`config.mk`:
```
export PLATFORM = sky130hd
export DESIGN_NAME = dmem_ctrl
export DESIGN_NICKNAME = d
export VERILOG_FILES = /design/src/rtl/dmem_ctrl.sv
export SDC_FILE = /design/constraint.sdc
export NUM_CORES = 1
export LEC_CHECK = 0
export CAP_MARGIN = 10
export CELL_PAD_IN_SITES_DETAIL_PLACEMENT = 1
export CELL_PAD_IN_SITES_GLOBAL_PLACEMENT = 1
export CORE_UTILIZATION = 28
export CTS_BUF_LIST = sky130_fd_sc_hd__clkbuf_4
export CTS_CLUSTER_SIZE = 30
export DETAILED_ROUTE_END_ITERATION = 7
export GPL_ROUTABILITY_DRIVEN = 0
export PLACE_DENSITY = 0.89
export SETUP_SLACK_MARGIN = 0.3
export SYNTH_ARGS = -nofsm -noshare
export SYNTH_HDL_FRONTEND = slang
export SYNTH_SLANG_ARGS = --single-unit
```
`constraint.sdc`:
```
create_clock -name clk -period 2.3 [get_ports clk]
set_input_delay 0.23 -clock clk [delete_from_list [all_inputs] [get_ports clk]]
set_output_delay 0.23 -clock clk [all_outputs]
set_load 0.02 [all_outputs]
```
`src/rtl/dmem_ctrl.sv`:
```
// Data-memory controller: CPU/DMA arbitration, sub-word load extension
// and read-modify-write byte/half stores onto a word-wide memory.
module dmem_ctrl #(
  parameter int DEPTH        = 70,
  parameter int AW           = 7,
  parameter int STARVE_LIMIT = 4
) (
  input  logic          clk,
  input  logic          rst,
  input  logic          cpu_req,
  input  logic          cpu_we,
  input  logic [2:0]    cpu_funct3,
  input  logic [31:0]   cpu_addr,
  input  logic [31:0]   cpu_wdata,
  output logic [31:0]   cpu_rdata,
  output logic          cpu_ready,
  output logic          cpu_err,
  input  logic          dma_req,
  input  logic          dma_we,
  input  logic [AW-1:0] dma_addr,
  input  logic [31:0]   dma_wdata,
  output logic [31:0]   dma_rdata,
  output logic          dma_ready,
  output logic          dma_err,
  output logic [AW-1:0] mem_addr,
  output logic          mem_re,
  output logic          mem_we,
  output logic [31:0]   mem_wdata,
  input  logic [31:0]   mem_rdata
);

  localparam logic [1:0] IDLE   = 2'd0;
  localparam logic [1:0] ACCESS = 2'd1;
  localparam logic [1:0] RMW_RD = 2'd2;
  localparam logic [1:0] RMW_WR = 2'd3;

  localparam int SW = $clog2(STARVE_LIMIT + 1);
  localparam logic [SW-1:0] LIMIT = SW'(STARVE_LIMIT);
  localparam logic [AW:0] DEPTH_W = (AW+1)'(DEPTH);

  logic [1:0]    state, state_nx;
  logic [SW-1:0] starve_cnt;

  logic          sel_dma;
  logic          lat_we;
  logic          lat_err;
  logic [2:0]    lat_f3;
  logic [1:0]    lat_off;
  logic [AW-1:0] lat_idx;
  logic [31:0]   lat_wdata;
  logic [31:0]   merge_q;

  logic          any_req;
  logic          grant_dma;
  logic [AW-1:0] cpu_idx;
  logic          cpu_mis;
  logic          cpu_ill;
  logic          cpu_oor;
  logic          cpu_bad;
  logic          cpu_sub;
  logic          dma_oor;

  logic          done;
  logic [31:0]   rdata;
  logic [31:0]   load_ext;
  logic [31:0]   merged;
  logic [7:0]    lane_b;
  logic [15:0]   lane_h;

  assign any_req   = cpu_req | dma_req;
  // DMA wins only when alone or once the CPU has used up its streak
  assign grant_dma = dma_req & (~cpu_req | (starve_cnt == LIMIT));

  assign cpu_idx = cpu_addr[AW+1:2];
  assign cpu_oor = ({1'b0, cpu_idx} >= DEPTH_W)
                 | (|cpu_addr[31:AW+2]);
  assign dma_oor = ({1'b0, dma_addr} >= DEPTH_W);

  always_comb begin
    cpu_mis = 1'b0;
    cpu_ill = 1'b0;
    unique case (cpu_funct3)
      3'b000: cpu_mis = 1'b0;
      3'b001: cpu_mis = cpu_addr[0];
      3'b010: cpu_mis = |cpu_addr[1:0];
      3'b100: cpu_ill = cpu_we;
      3'b101: begin
        cpu_ill = cpu_we;
        cpu_mis = cpu_addr[0];
      end
      default: cpu_ill = 1'b1;
    endcase
  end

  assign cpu_bad = cpu_mis | cpu_ill | cpu_oor;
  assign cpu_sub = cpu_we & ~cpu_bad
                 & (cpu_funct3[1:0] != 2'b10);

  always_comb begin
    state_nx = state;
    unique case (state)
      IDLE: begin
        if (any_req) begin
          if (!grant_dma && cpu_sub) state_nx = RMW_RD;
          else                       state_nx = ACCESS;
        end
      end
      ACCESS: state_nx = IDLE;
      RMW_RD: state_nx = RMW_WR;
      RMW_WR: state_nx = IDLE;
      default: state_nx = IDLE;
    endcase
  end

  always_ff @(posedge clk) begin
    if (rst) begin
      state      <= IDLE;
      starve_cnt <= '0;
      sel_dma    <= 1'b0;
      lat_we     <= 1'b0;
      lat_err    <= 1'b0;
      lat_f3     <= 3'b000;
      lat_off    <= 2'b00;
      lat_idx    <= '0;
      lat_wdata  <= '0;
      merge_q    <= '0;
    end else begin
      state <= state_nx;
      if (state == IDLE && any_req) begin
        sel_dma <= grant_dma;
        if (grant_dma) begin
          lat_we    <= dma_we;
          lat_err   <= dma_oor;
          lat_f3    <= 3'b010;
          lat_off   <= 2'b00;
          lat_idx   <= dma_addr;
          lat_wdata <= dma_wdata;
        end else begin
          lat_we    <= cpu_we;
          lat_err   <= cpu_bad;
          lat_f3    <= cpu_funct3;
          lat_off   <= cpu_addr[1:0];
          lat_idx   <= cpu_idx;
          lat_wdata <= cpu_wdata;
        end
      end
      if (state == RMW_RD) merge_q <= mem_rdata;
      if (!dma_req)
        starve_cnt <= '0;
      else if (state == IDLE && grant_dma)
        starve_cnt <= '0;
      else if (state == IDLE && cpu_req)
        starve_cnt <= starve_cnt + 1'b1;
    end
  end

  assign lane_b = mem_rdata[{lat_off, 3'b000} +: 8];
  assign lane_h = lat_off[1] ? mem_rdata[31:16]
                             : mem_rdata[15:0];

  always_comb begin
    load_ext = mem_rdata;
    unique case (lat_f3)
      3'b000: load_ext = {{24{lane_b[7]}}, lane_b};
      3'b001: load_ext = {{16{lane_h[15]}}, lane_h};
      3'b100: load_ext = {24'd0, lane_b};
      3'b101: load_ext = {16'd0, lane_h};
      default: load_ext = mem_rdata;
    endcase
  end

  always_comb begin
    merged = merge_q;
    if (lat_f3[1:0] == 2'b00)
      merged[{lat_off, 3'b000} +: 8] = lat_wdata[7:0];
    else
      merged[{lat_off[1], 4'b0000} +: 16] = lat_wdata[15:0];
  end

  // reset masks everything so an aborted RMW never reaches memory
  always_comb begin
    mem_addr  = '0;
    mem_re    = 1'b0;
    mem_we    = 1'b0;
    mem_wdata = '0;
    done      = 1'b0;
    rdata     = '0;
    if (!rst) begin
      unique case (state)
        ACCESS: begin
          mem_addr = lat_idx;
          done     = 1'b1;
          if (!lat_err) begin
            if (lat_we) begin
              mem_we    = 1'b1;
              mem_wdata = lat_wdata;
            end else begin
              mem_re = 1'b1;
              rdata  = sel_dma ? mem_rdata : load_ext;
            end
          end
        end
        RMW_RD: begin
          mem_addr = lat_idx;
          mem_re   = 1'b1;
        end
        RMW_WR: begin
          mem_addr  = lat_idx;
          mem_we    = 1'b1;
          mem_wdata = merged;
          done      = 1'b1;
        end
        default: begin
          mem_addr = '0;
        end
      endcase
    end
  end

  assign cpu_ready = done & ~sel_dma;
  assign cpu_err   = done & ~sel_dma & lat_err;
  assign cpu_rdata = sel_dma ? 32'd0 : rdata;
  assign dma_ready = done & sel_dma;
  assign dma_err   = done & sel_dma & lat_err;
  assign dma_rdata = sel_dma ? rdata : 32'd0;

endmodule

```
==> summary.md, run 1 <==
| Metric | Value |
|---|---|
| Status | finished, violations left |
| Failing checks | setup timing |
| DRT Wirelength | 33100 um |
| Maximum clock path buffer count | 2 |
| Async SR Flop Fraction | 0% |
| Slowest CP cell | dfxtp_4 |
| Crit path largest cell delay | 0.45 ns |
| CP Class | register to output pin |
| Crit end category | output pin |
| Clk_lat worst skew | 0.47 ns |
| Fillers | 2189 |
| IO Count | 253 |
| Critical-path cell list | clkinv_8, buf_6, ha_4, and4b_4, buf_6, a221oi_2, a21oi_1, a22o_1, buf_6 |
| WP data arrival | 2.36 ns |
| Hold path startpoint | rst |
| Synth-to-Final Area Change | 93.1% |
| Hold Path Depth | 3 |
| Count of cell types in the netlist | 65 |
| Required @ worst endpoint | 2.07 ns |
| Crit start category | register |
| RSZ-0062 raised after global routing | true |
| Avg Cell Area, Syn | 8.09 sq um |
| Pins over their slew limit | 0 |
| Hold Path End | merge_q[1]$_SDFFE_PP0P_ |
| Drt initial violations | ~450 |
| Post-synth top area share | 29.0% |
| Cts bufs inserted | 9 |
| Synth Register Bits | 84 |
| Setup_tns | -13.50 ns |
| Final Cycle Share | 113% |
| CP Max Fanout | 7 |
| Cell mode on critical path | buf_6 |
| DP HPWL | ~20000 um |
| Final nets | 1219 |
| Row cnt | 52 |
| Net Count, Synth | 872 |
| Final worst slack | -0.288 ns |
| Tmin final | 2.59 ns |
| Slew @ Worst Pin | 0.723 ns |
| Via density | 5.47 |
| Fraction of layout cells with a size suffix above 1 | between 40% and 50% |
| Die extent in y | between 100 and 150 um |
| Core area | 0.0203 sq mm |
| CTS tree | built |
| Worst min path class | input pin to register |
| Total routing usage reported by global routing | between 20 and 30% |
| # clock sinks | 84 |
| Cells after Synth | 717 |
| # port buffers | roughly 250 |
| Initial Util | 28.6% |
| Top_reg_cell synth | dfxtp_1 |
| Total grt overflow | 0 |
| Max-slew headroom | approximately half |
| Max VDD drop | 0.260 mV |
| Yosys warns | 0 |
| Fmax | approximately 390 MHz |
| Sequential share of the synthesized area | 29.0% |
| Yosys top cell by area | dfxtp_1 |
| Vias | 7321 |
| Die footprint | 0.0213 sq mm |
| Power Dens Cells | 392 mW/mm^2 |
| Hold Vio Cnt, Final | 0 |
| First-pass GRT wire length | 42300 um |
| MaxCap Viol Count | 0 |
| Post-route DRC | 0 |
| Pre-CTS WS | -0.226 ns |
| Reg2reg end | state[1]$_SDFFE_PP0P_ |
| Post-detailed-route count of antenna-violating nets | 0 |
| First drt pass iteration count | 5 |
| CTS HTree Levels | 3 |
| Clk slew on worst S/H paths | 0.15 ns |
| Setup Viol. Count Final | 95 |
| Number of flops mapped to enable cells by yosys | 0 |
| Wire length per cell | approximately 25 um |
| Leak Pwr | 0.00442 uW |
| RR Startpoint | starve_cnt[0]$_SDFFE_PP0P_ |
| Layout Skew | 0.0234 ns |
| Initial antenna violation count | 0 |
| Mapped Area | around 0.0058 sq mm |
| Hold buffer count at cts | 0 |
| ANT cells | 0 |
| Worst Reg-to-Reg Cells | 7 |
| Reg2Reg Setup Slack | about 0.16 ns |
| Root buffer cell | clkbuf_4 |
| Largest net degree at the start of global routing | 54 |
| Vias in the first global route | roughly 7300 |
| Ranking of synthesized cells by area | dfxtp_1, mux2i_1, nor2_1 |
| Die X | 146 um |
[report_power, final]
| group | total (uW) | leakage (uW) | switching [uW] | internal, uW |
|---|---|---|---|---|
| Sequential | 1660 | 0.000693 | 117 | 1540 |
| Clock | 953 | 0.0000832 | 601 | 351 |
| Combinational | 1780 | 0.00364 | 909 | 868 |
| Total | 4390 | 0.00442 | 1630 | 2760 |
[what timing repair did]
item / CTS / global route
pin swaps: 31 / 70
cloned: 4 / 3
hold endpoints to repair: 0 / 0
setup buffers: 26 / 32
gates resized for setup: 573 / 326
endpoints found under the setup margin: 109 / 148
[cell usage after synthesis (3+ instances only)]
cell type	number
and2_1	11
a22oi_1	9
nor2_1	103
inv_1	9
a21oi_1	44
buf_4	6
nand3_1	3
buf_2	18
dfxtp_1	84
o21ai_1	3
a221oi_1	19
nor3_1	16
a31oi_1	6
and3_1	25
nor2b_1	11
o21ai_0	23
a211oi_1	48
ha_1	11
nand2b_1	18
buf_12	3
mux2i_1	95
a22o_1	16
buf_1	3
nand2_1	46
nor4_1	5
o221ai_1	7
clkbuf_1	32
[state kept, by name (all words and copies together), names as in the netlist, 2 cells and up]
name        cells
merge_q        32
lat_f3          3
starve_cnt      3
lat_idx         7
state           2
lat_off         2
lat_wdata      32
[final cells by class]
cell class	count	area, sq um	area share (%)
clock buffer	9	67.6	0.603
clock inverter	7	81.3	0.726
tap	270	338	3.02
multi-input combinational	558	4880	43.6
timing repair buffer	400	4070	36.3
sequential	84	1700	15.2
inverter	11	62.6	0.559
[worst max path at each step]
stage,start,endpoint,slack [ns],depth (start not counted)
floorplan,lat_off[1]$_SDFFE_PP0P_,mem_wdata[30],0.27,9
global route,lat_off[1]$_SDFFE_PP0P_,mem_wdata[25],-0.39,8
CTS,lat_off[0]$_SDFFE_PP0P_,mem_wdata[7],-0.29,8
detailed placement,lat_off[0]$_SDFFE_PP0P_,mem_wdata[4],-0.23,7
global placement,mem_rdata[23],cpu_rdata[11],-0.16,6
finish,lat_off[1]$_SDFFE_PP0P_,mem_wdata[15],-0.29,9
[cells in the final DEF, fill, tap and decap left out, drive strengths merged, types with 2 or more instances in the layout]
master         synthesis  final
a2111o                 2      2
a211oi                48     48
a21oi                 45     45
a221oi                19     19
a22o                  16     16
a22oi                  9      9
a31oi                  6      6
and2                  11     11
and3                  25     25
buf                   31    256
clkbuf                34     11
clkdlybuf4s50          0    142
clkinv                 2      4
dfxtp                 84     84
ha                    11     11
inv                    9     12
mux2i                 95     95
nand2                 47     47
nand2b                18     18
nand3                  3      3
nand4                  2      2
nor2                 104    104
nor2b                 11     11
nor3                  17     17
nor4                   5      5
o211ai                 2      2
o21a                   2      2
o21ai                 26     26
o21bai                 2      2
o221ai                 7      7
or2                    2      2
or3b                   2      3
[through the flow]
step | util (%) | total power, uW | std cells | area (sq um) | hold slack, ns
after global placement | 45.1 | 2900 | 1258 | 9160 | 0.465
after CTS | 49.0 | 3990 | 1304 | 9940 | 0.244
after floorplan | - | 2260 | 717 | 5950 | 0.377
after global routing | 55.2 | 4550 | 1339 | 11200 | 0.286
after detailed placement | 45.1 | 2940 | 1258 | 9160 | 0.486
final | 55.2 | 4390 | 1339 | 11200 | 0.303
[critical path: cells and delay by family, from the launching register on]
| kind | cells | cell delay [ns] |
|---|---|---|
| AO/OA/AOI/OAI | 3 | 0.58 |
| adder cells (fa/ha/maj) | 1 | 0.16 |
| buffers and inverters | 4 | 0.48 |
| flip-flops | 1 | 0.45 |
| AND/OR/NAND/NOR | 1 | 0.23 |
[kinds of logic (layout without fill, tap and decap cells)]
logic type	after synthesis	in the layout	synth area share, %
compound gates	192	192	23.2
xor+xnor	2	2	0.302
fa+ha+maj	11	11	2.37
buf+inv	76	427	6.86
flops	84	84	29.0
mux	97	97	17.0
simple gates	255	256	21.3
[metal layers]
layer | vias to the layer above | global-route usage, % | share of wire (%)
li1 | 3313 | - | -
met1 | 3569 | 30.4 | 40
met2 | 360 | 44.5 | 50
met3 | 79 | 5.33 | 6.6
met4 | 0 | 12.1 | 4.3
met5 | - | 0 | 0
Power figures use the tool's default switching activity.
==> run 2: changes to the inputs <==
==> constraint.sdc (replaced) <==
create_clock -name clk -period 2.3 [get_ports clk]
set_input_delay 0.23 -clock clk [delete_from_list [all_inputs] [get_ports clk]]
set_output_delay 0.23 -clock clk [all_outputs]
set_load 0.005 [all_outputs]
==> run 2 against run 1 <==
  * The run still ends with setup timing left
  * Clock power is 3.5% lower
  * Critical path depth stayed put
  * Register-to-register slack improved by 0.22 ns
  * Count of clock-buffer cells in the layout stayed put
  * Worst hold slack got worse by 0.0034 ns
  * Maximum frequency rose by 0.29%
  * Combinational power shrank 7%
  * Setup slack better by 0.0074 ns
  * Routed wire length shrank 2.1%
  * Largest cell class unchanged
  * Die area unchanged
  * Sequential power about the same
==> summary.md, run 2 (synthesis gave the netlist of run 1 again) <==
| Metric | Value |
|---|---|
| Crit path largest cell delay | 0.43 ns |
| MaxCap Viol Count | 0 |
| First drt pass iteration count | 5 |
| Max VDD drop | 0.275 mV |
| Finished Layout Cells | approximately 1300 |
| Root buffer cell | clkbuf_4 |
| Critical-path cell list | clkinv_4, buf_6, ha_4, and4b_4, buf_6, a221oi_4, a21oi_2, a22o_1, buf_2 |
| Vias in the first global route | between 7000 and 8000 |
| # port buffers | 252 |
| Hold buffer count at cts | 0 |
| Cts bufs inserted | 9 |
| Pre-CTS WS | -0.245 ns |
| Tmin final | 2.58 ns |
| Crit start category | register |
| Vias | 7426 |
| Stages on worst setup path | 9 |
| WP data arrival | 2.35 ns |
| Crit end category | output pin |
| Worst Reg-to-Reg Cells | 9 |
| Die footprint | 0.0213 sq mm |
| Setup Viol. Count Final | 84 |
| Post-route DRC | 0 |
| Fmax | 387 MHz |
| Final Cycle Share | 112% |
| WP buf/inv | 4 |
| CTS tree | built |
| Failing checks | setup timing |
| Reg2reg end | lat_idx[4]$_SDFFE_PP0P_ |
| Slew @ Worst Pin | approximately 0.55 ns |
| Setup_tns | -11.55 ns |
| Layout Skew | 0.0148 ns |
| Required @ worst endpoint | 2.07 ns |
| Fraction of layout cells with a size suffix above 1 | 40.7% |
| Commonest cells after routing, fill and taps aside | clkdlybuf4s50_1, nor2_1, mux2i_1, dfxtp_1, buf_4 |
| Clk_lat worst skew | roughly 0.47 ns |
| Clk slew on worst S/H paths | 0.15 ns |
| DP HPWL | between 20000 and 25000 um |
| Placed insts | 1243 |
| Die extent in y | 146 um |
| Post-detailed-route count of antenna-violating nets | 0 |
| Wire length per cell | 24.3 um |
| DRT Wirelength | 32400 um |
| Critical Path Sink | mem_wdata[14] |
| Max-slew headroom | 63.7% |
| Worst min path class | input pin to register |
| RSZ-0062 raised after global routing | true |
| Status | finished, violations left |
| Final nets | 1212 |
| CP Class | register to output pin |
| Pins over their slew limit | 0 |
| Setup crit start | lat_off[1]$_SDFFE_PP0P_ |
| Initial Util | 28.6% |
| Cell mode on critical path | buf_6 |
| Via density | between 5 and 6 |
| Row cnt | 52 |
| Slowest CP cell | and4b_4 |
| Largest net degree at the start of global routing | 74 |
| Hold Vio Cnt, Final | 0 |
| Synth-to-Final Area Change | 82.5% |
| RR Startpoint | state[0]$_SDFFE_PP0P_ |
| CTS HTree Levels | 3 |
| Total grt overflow | 0 |
| Maximum clock path buffer count | 2 |
| IO Count | roughly 250 |
| Die X | 146 um |
| CP Max Fanout | 6 |
| Hold path startpoint | rst |
| Core area | between 0.02 and 0.025 sq mm |
| Fillers | about 2300 |
| Drt initial violations | 520 |
| Reg2Reg Setup Slack | roughly 0.38 ns |
| First-pass GRT wire length | ~45000 um |
| Leak Pwr | 0.00426 uW |
| Biggest regs | lat_wdata: 32 flops, merge_q: 32 flops, lat_idx: 7 flops |
| Final Util | 52.2% |
| Power Dens Cells | approximately 400 mW/mm^2 |
| # clock sinks | 84 |
| Final worst slack | -0.281 ns |
| Total routing usage reported by global routing | ~28% |
| Commonest non-fill, non-tap cell in the layout | clkdlybuf4s50_1 |
| Critical path's top delay family | buffers and inverters |
| Initial antenna violation count | 1 |
## run 2: what timing repair did
action                                  CTS  global route
setup buffers                            49            19
cloned                                    4             1
gates resized for setup                 566           143
endpoints found under the setup margin  109           113
pin swaps                                59            61
endpoints found under the hold margin     0             0
## run 2: stage by stage
stage	hold WS (ns)	instance area, sq um	power (uW)
3_3_place_gp	0.464	8940	2810
6_report	0.300	10600	4240
5_1_grt	0.286	10600	4400
3_5_place_dp	0.482	8940	2850
4_1_cts	0.246	9980	4000
2_1_floorplan	0.377	5830	2200
## run 2: tightest hold or removal path: stages
cell	delay (ns)
buf_2	0.16
buf_4	0.21
nor2_1	0.12
## run 2: area by class of cell
cell class                      instances  area, sq um  area share [%]
Inverter                               11         55.1           0.520
Timing Repair Buffer                  393         3630            34.3
Antenna cell                            1         2.50          0.0236
Multi-Input combinational cell        558         4720            44.6
Tap cell                              270          338            3.19
Clock inverter                          7         75.1           0.709
Clock buffer                            9         67.6           0.638
Sequential cell                        84         1700            16.0
## run 2: worst min-delay path by stage
| stage | endpoint | slack [ns] | cells after the start |
|---|---|---|---|
| global route | merge_q[10]$_SDFFE_PP0P_ | 0.29 | 3 |
| global placement | starve_cnt[1]$_SDFFE_PP0P_ | 0.46 | 2 |
| floorplan | merge_q[0]$_SDFFE_PP0P_ | 0.38 | 2 |
| detailed placement | starve_cnt[1]$_SDFFE_PP0P_ | 0.48 | 2 |
| finish | merge_q[10]$_SDFFE_PP0P_ | 0.30 | 3 |
| CTS | merge_q[10]$_SDFFE_PP0P_ | 0.25 | 3 |
## run 2: power by group
part / switching [uW] / internal, uW
combinational: 840 / 823
sequential: 120 / 1540
clock: 586 / 334
## run 2: layer usage
metal  vias to the layer above  share of wire [%]  wire length (um)  GRT usage [%]
met5                         -                  0                 0              0
met4                         0                5.6              1830           12.7
met3                       115                6.7              2160           5.42
met2                       414                 48             15700           48.0
met1                      3582                 39             12700           32.8
li1                       3315                  -                 -              -
==> run 3: changes to the inputs <==
--- a/config.mk
+++ b/config.mk
@@ -13,6 +13,7 @@
 export CTS_CLUSTER_SIZE = 30
 export DETAILED_ROUTE_END_ITERATION = 7
 export GPL_ROUTABILITY_DRIVEN = 0
+export GPL_TIMING_DRIVEN = 0
 export PLACE_DENSITY = 0.89
 export SETUP_SLACK_MARGIN = 0.3
 export SYNTH_ARGS = -nofsm -noshare
==> run 3 against run 2 <==
  * The flow still finishes with violations (setup timing)
  * Clock skew rose by 0.0086 ns
  * Design area grew 14%
  * Register-to-register slack lost 0.60 ns
  * Worst hold slack gained 0.085 ns
  * Setup slack lost 0.48 ns
  * Sequential share of layout area down 2.0 points
  * Utilization is 7.3 points higher
  * Routed wire length rose by 25%
  * Power increased by 14%
  * Global-route usage up 1.9 points
  * First-iteration DRC count rose by 25%
  * Clock power is 0.5% higher
  * Largest power group is now combinational logic
==> summary.md, run 3 (synthesis gave the netlist of run 1 again) <==
| Metric | Value |
|---|---|
| Cell mode on critical path | buf_6 |
| Fmax | 327 MHz |
| Hold Path End | lat_idx[0]$_SDFFE_PP0P_ |
| DRT Wirelength | 40600 um |
| Hold Vio Cnt, Final | 0 |
| MaxCap Viol Count | 0 |
| CTS HTree Levels | 3 |
| Critical-path cell list | buf_6, clkinvlp_4, ha_2, nor4bb_4, buf_4, buf_6, a221oi_2, a21oi_1, a22o_1, buf_2 |
| Status | finished, violations left |
| Crit end category | output pin |
| Failing checks | setup timing |
| Post-route DRC | 0 |
| Post-detailed-route count of antenna-violating nets | 0 |
| Pins over their slew limit | 0 |
| Leak Pwr | 0.00483 uW |
| Reg2Reg Setup Slack | -0.22 ns |
| Via density | around 6 |
| RR Startpoint | state[0]$_SDFFE_PP0P_ |
| Die extent in y | 146 um |
| Synth-to-Final Area Change | 108% |
| Slowest CP cell | nor4bb_4 |
| Reg2reg end | lat_err$_SDFFE_PP0P_ |
| Slew @ Worst Pin | 0.826 ns |
| Final nets | 1284 |
| CP Max Fanout | 5 |
| Final Cycle Share | 133% |
| # clock sinks | 84 |
| Comb power frac | 45.8% |
| Tmin final | roughly 3.1 ns |
| Row cnt | 52 |
| Vias | 8371 |
| Wire length per cell | 28.9 um |
| Total routing usage reported by global routing | 29.6% |
| Drt initial violations | 649 |
| Final Util | 59.5% |
| Commonest cells after routing, fill and taps aside | clkdlybuf4s50_1, buf_6, mux2i_1, dfxtp_1, buf_2 |
| Hold path startpoint | dma_addr[0] |
| Clk slew on worst S/H paths | 0.16 ns |
| Crit start category | register |
| Seq pwr share | 35.1% |
| CP Class | register to output pin |
| First-pass GRT wire length | 48200 um |
| Switching pwr | about 1900 uW |
| Total grt overflow | 0 |
| Worst Reg-to-Reg Cells | 17 |
| First drt pass iteration count | 5 |
| RSZ-0062 raised after global routing | true |
| Clk_lat worst skew | between 0.5 and 0.6 ns |
| Hold Path Depth | 3 |
| Pre-CTS WS | -0.699 ns |
| Die X | about 150 um |
| Vias in the first global route | around 8100 |
| Max-slew headroom | 45.0% |
| Maximum clock path buffer count | 2 |
| Core area | 0.0203 sq mm |
| Crit path largest cell delay | approximately 0.39 ns |
| Layout Skew | 0.0234 ns |
| Clock power frac | between 10% and 20% |
| Finished Layout Cells | 1405 |
| Fraction of layout cells with a size suffix above 1 | 51.9% |
| Initial antenna violation count | 3 |
| Final worst slack | -0.758 ns |
| Setup Viol. Count Final | 147 |
| Die footprint | 0.0213 sq mm |
| Largest net degree at the start of global routing | 14 |
| Commonest non-fill, non-tap cell in the layout | clkdlybuf4s50_1 |
| Power Dens Cells | 400 mW/mm^2 |
| Placed insts | 1238 |
| Initial Util | 28.6% |
| Cts bufs inserted | 9 |
| Biggest regs | lat_wdata: 32 flops, merge_q: 32 flops, lat_idx: 7 flops |
| Internal power | 2980 uW |
| Max VDD drop | 0.215 mV |
| CTS tree | built |
| Worst min path class | input pin to register |
| IO Count | 253 |
| Required @ worst endpoint | 2.07 ns |
| Root buffer cell | clkbuf_4 |
| # port buffers | about 250 |
| DP HPWL | 20700 um |
| Sw Ratio | 38.4% |
| Hold buffer count at cts | 0 |
| WP data arrival | 2.83 ns |
==> run 3: cell types whose count changed in the layout (fill, tap and decap cells not counted), moves of 7 or more <==
cell      previous run  this run
and2_1              11         4
buf_8                4        22
nor2_4               4        29
and2_4               0         7
a211oi_2             6        41
mux2i_2              0         7
a211oi_1            41         3
a21oi_1             30        14
buf_4               75        65
clkbuf_1             0        11
buf_6               70       106
a21oi_2             12        26
nor2_1              95        64
==> run 3: timing repair <==
action / in CTS / in global routing
setup endpoints to repair: 109 / 187
gates cloned: 4 / 7
gates resized for setup: 668 / 331
pin swaps: 84 / 88
setup buffers: 85 / 54
==> run 3: area by class of cell <==
| type | count | area [sq um] |
|---|---|---|
| multi-input combinational | 557 | 5330 |
| buffer | 65 | 738 |
| clock inverter | 5 | 52.6 |
| sequential | 84 | 1700 |
| tap | 270 | 338 |
| clock buffer | 11 | 82.6 |
| timing repair buffer | 401 | 3770 |
| inverter | 11 | 67.6 |
| fill | 2170 | 8220 |
| antenna | 1 | 2.50 |
==> run 3: worst max-delay path by stage <==
| stage | start | endpoint | cells past startpoint |
|---|---|---|---|
| 3_5_place_dp | state[1]$_SDFFE_PP0P_ | cpu_rdata[14] | 8 |
| 6_report | lat_off[0]$_SDFFE_PP0P_ | mem_wdata[25] | 10 |
| 2_1_floorplan | lat_off[1]$_SDFFE_PP0P_ | mem_wdata[12] | 9 |
| 5_1_grt | lat_off[0]$_SDFFE_PP0P_ | mem_wdata[25] | 10 |
| 4_1_cts | lat_off[1]$_SDFFE_PP0P_ | mem_wdata[27] | 11 |
| 3_3_place_gp | state[1]$_SDFFE_PP0P_ | cpu_rdata[14] | 8 |
==> run 3: worst max-delay path: cells and delay by family, from the launching register on <==
| kind | cells | cell delay, ns |
|---|---|---|
| fa+ha+maj | 1 | 0.30 |
| buf+inv | 5 | 0.79 |
| compound gates | 3 | 0.48 |
| flops | 1 | 0.36 |
| simple gates | 1 | 0.39 |
==> run 3: per-layer routing <==
metal	wire length, um	GRT usage (%)	vias up
met4	2980	17.2	4
met3	3150	5.74	202
met1	14500	32.9	4122
met5	26	0	-
li1	-	-	3456
met2	20000	52.3	587
==> run 3: per-stage QoR <==
stage / total power [uW] / area [sq um] / hold slack (ns) / TNS, ns
floorplan: 2200 / 5830 / 0.377 / 0
global placement: 2750 / 8680 / 0.468 / -28.36
detailed placement: 2780 / 8680 / 0.491 / -28.34
CTS: 4060 / 10200 / 0.371 / -18.62
global route: 4960 / 12100 / 0.403 / -42.66
finish: 4830 / 12100 / 0.385 / -38.31
==> run 3: power by group through the flow <==
stage	clock network, uW	logic, uW	registers (uW)
floorplan	0	584	1620
global placement	0	1090	1660
detailed placement	0	1120	1660
CTS	891	1530	1640
global route	984	2280	1700
finish	925	2210	1700
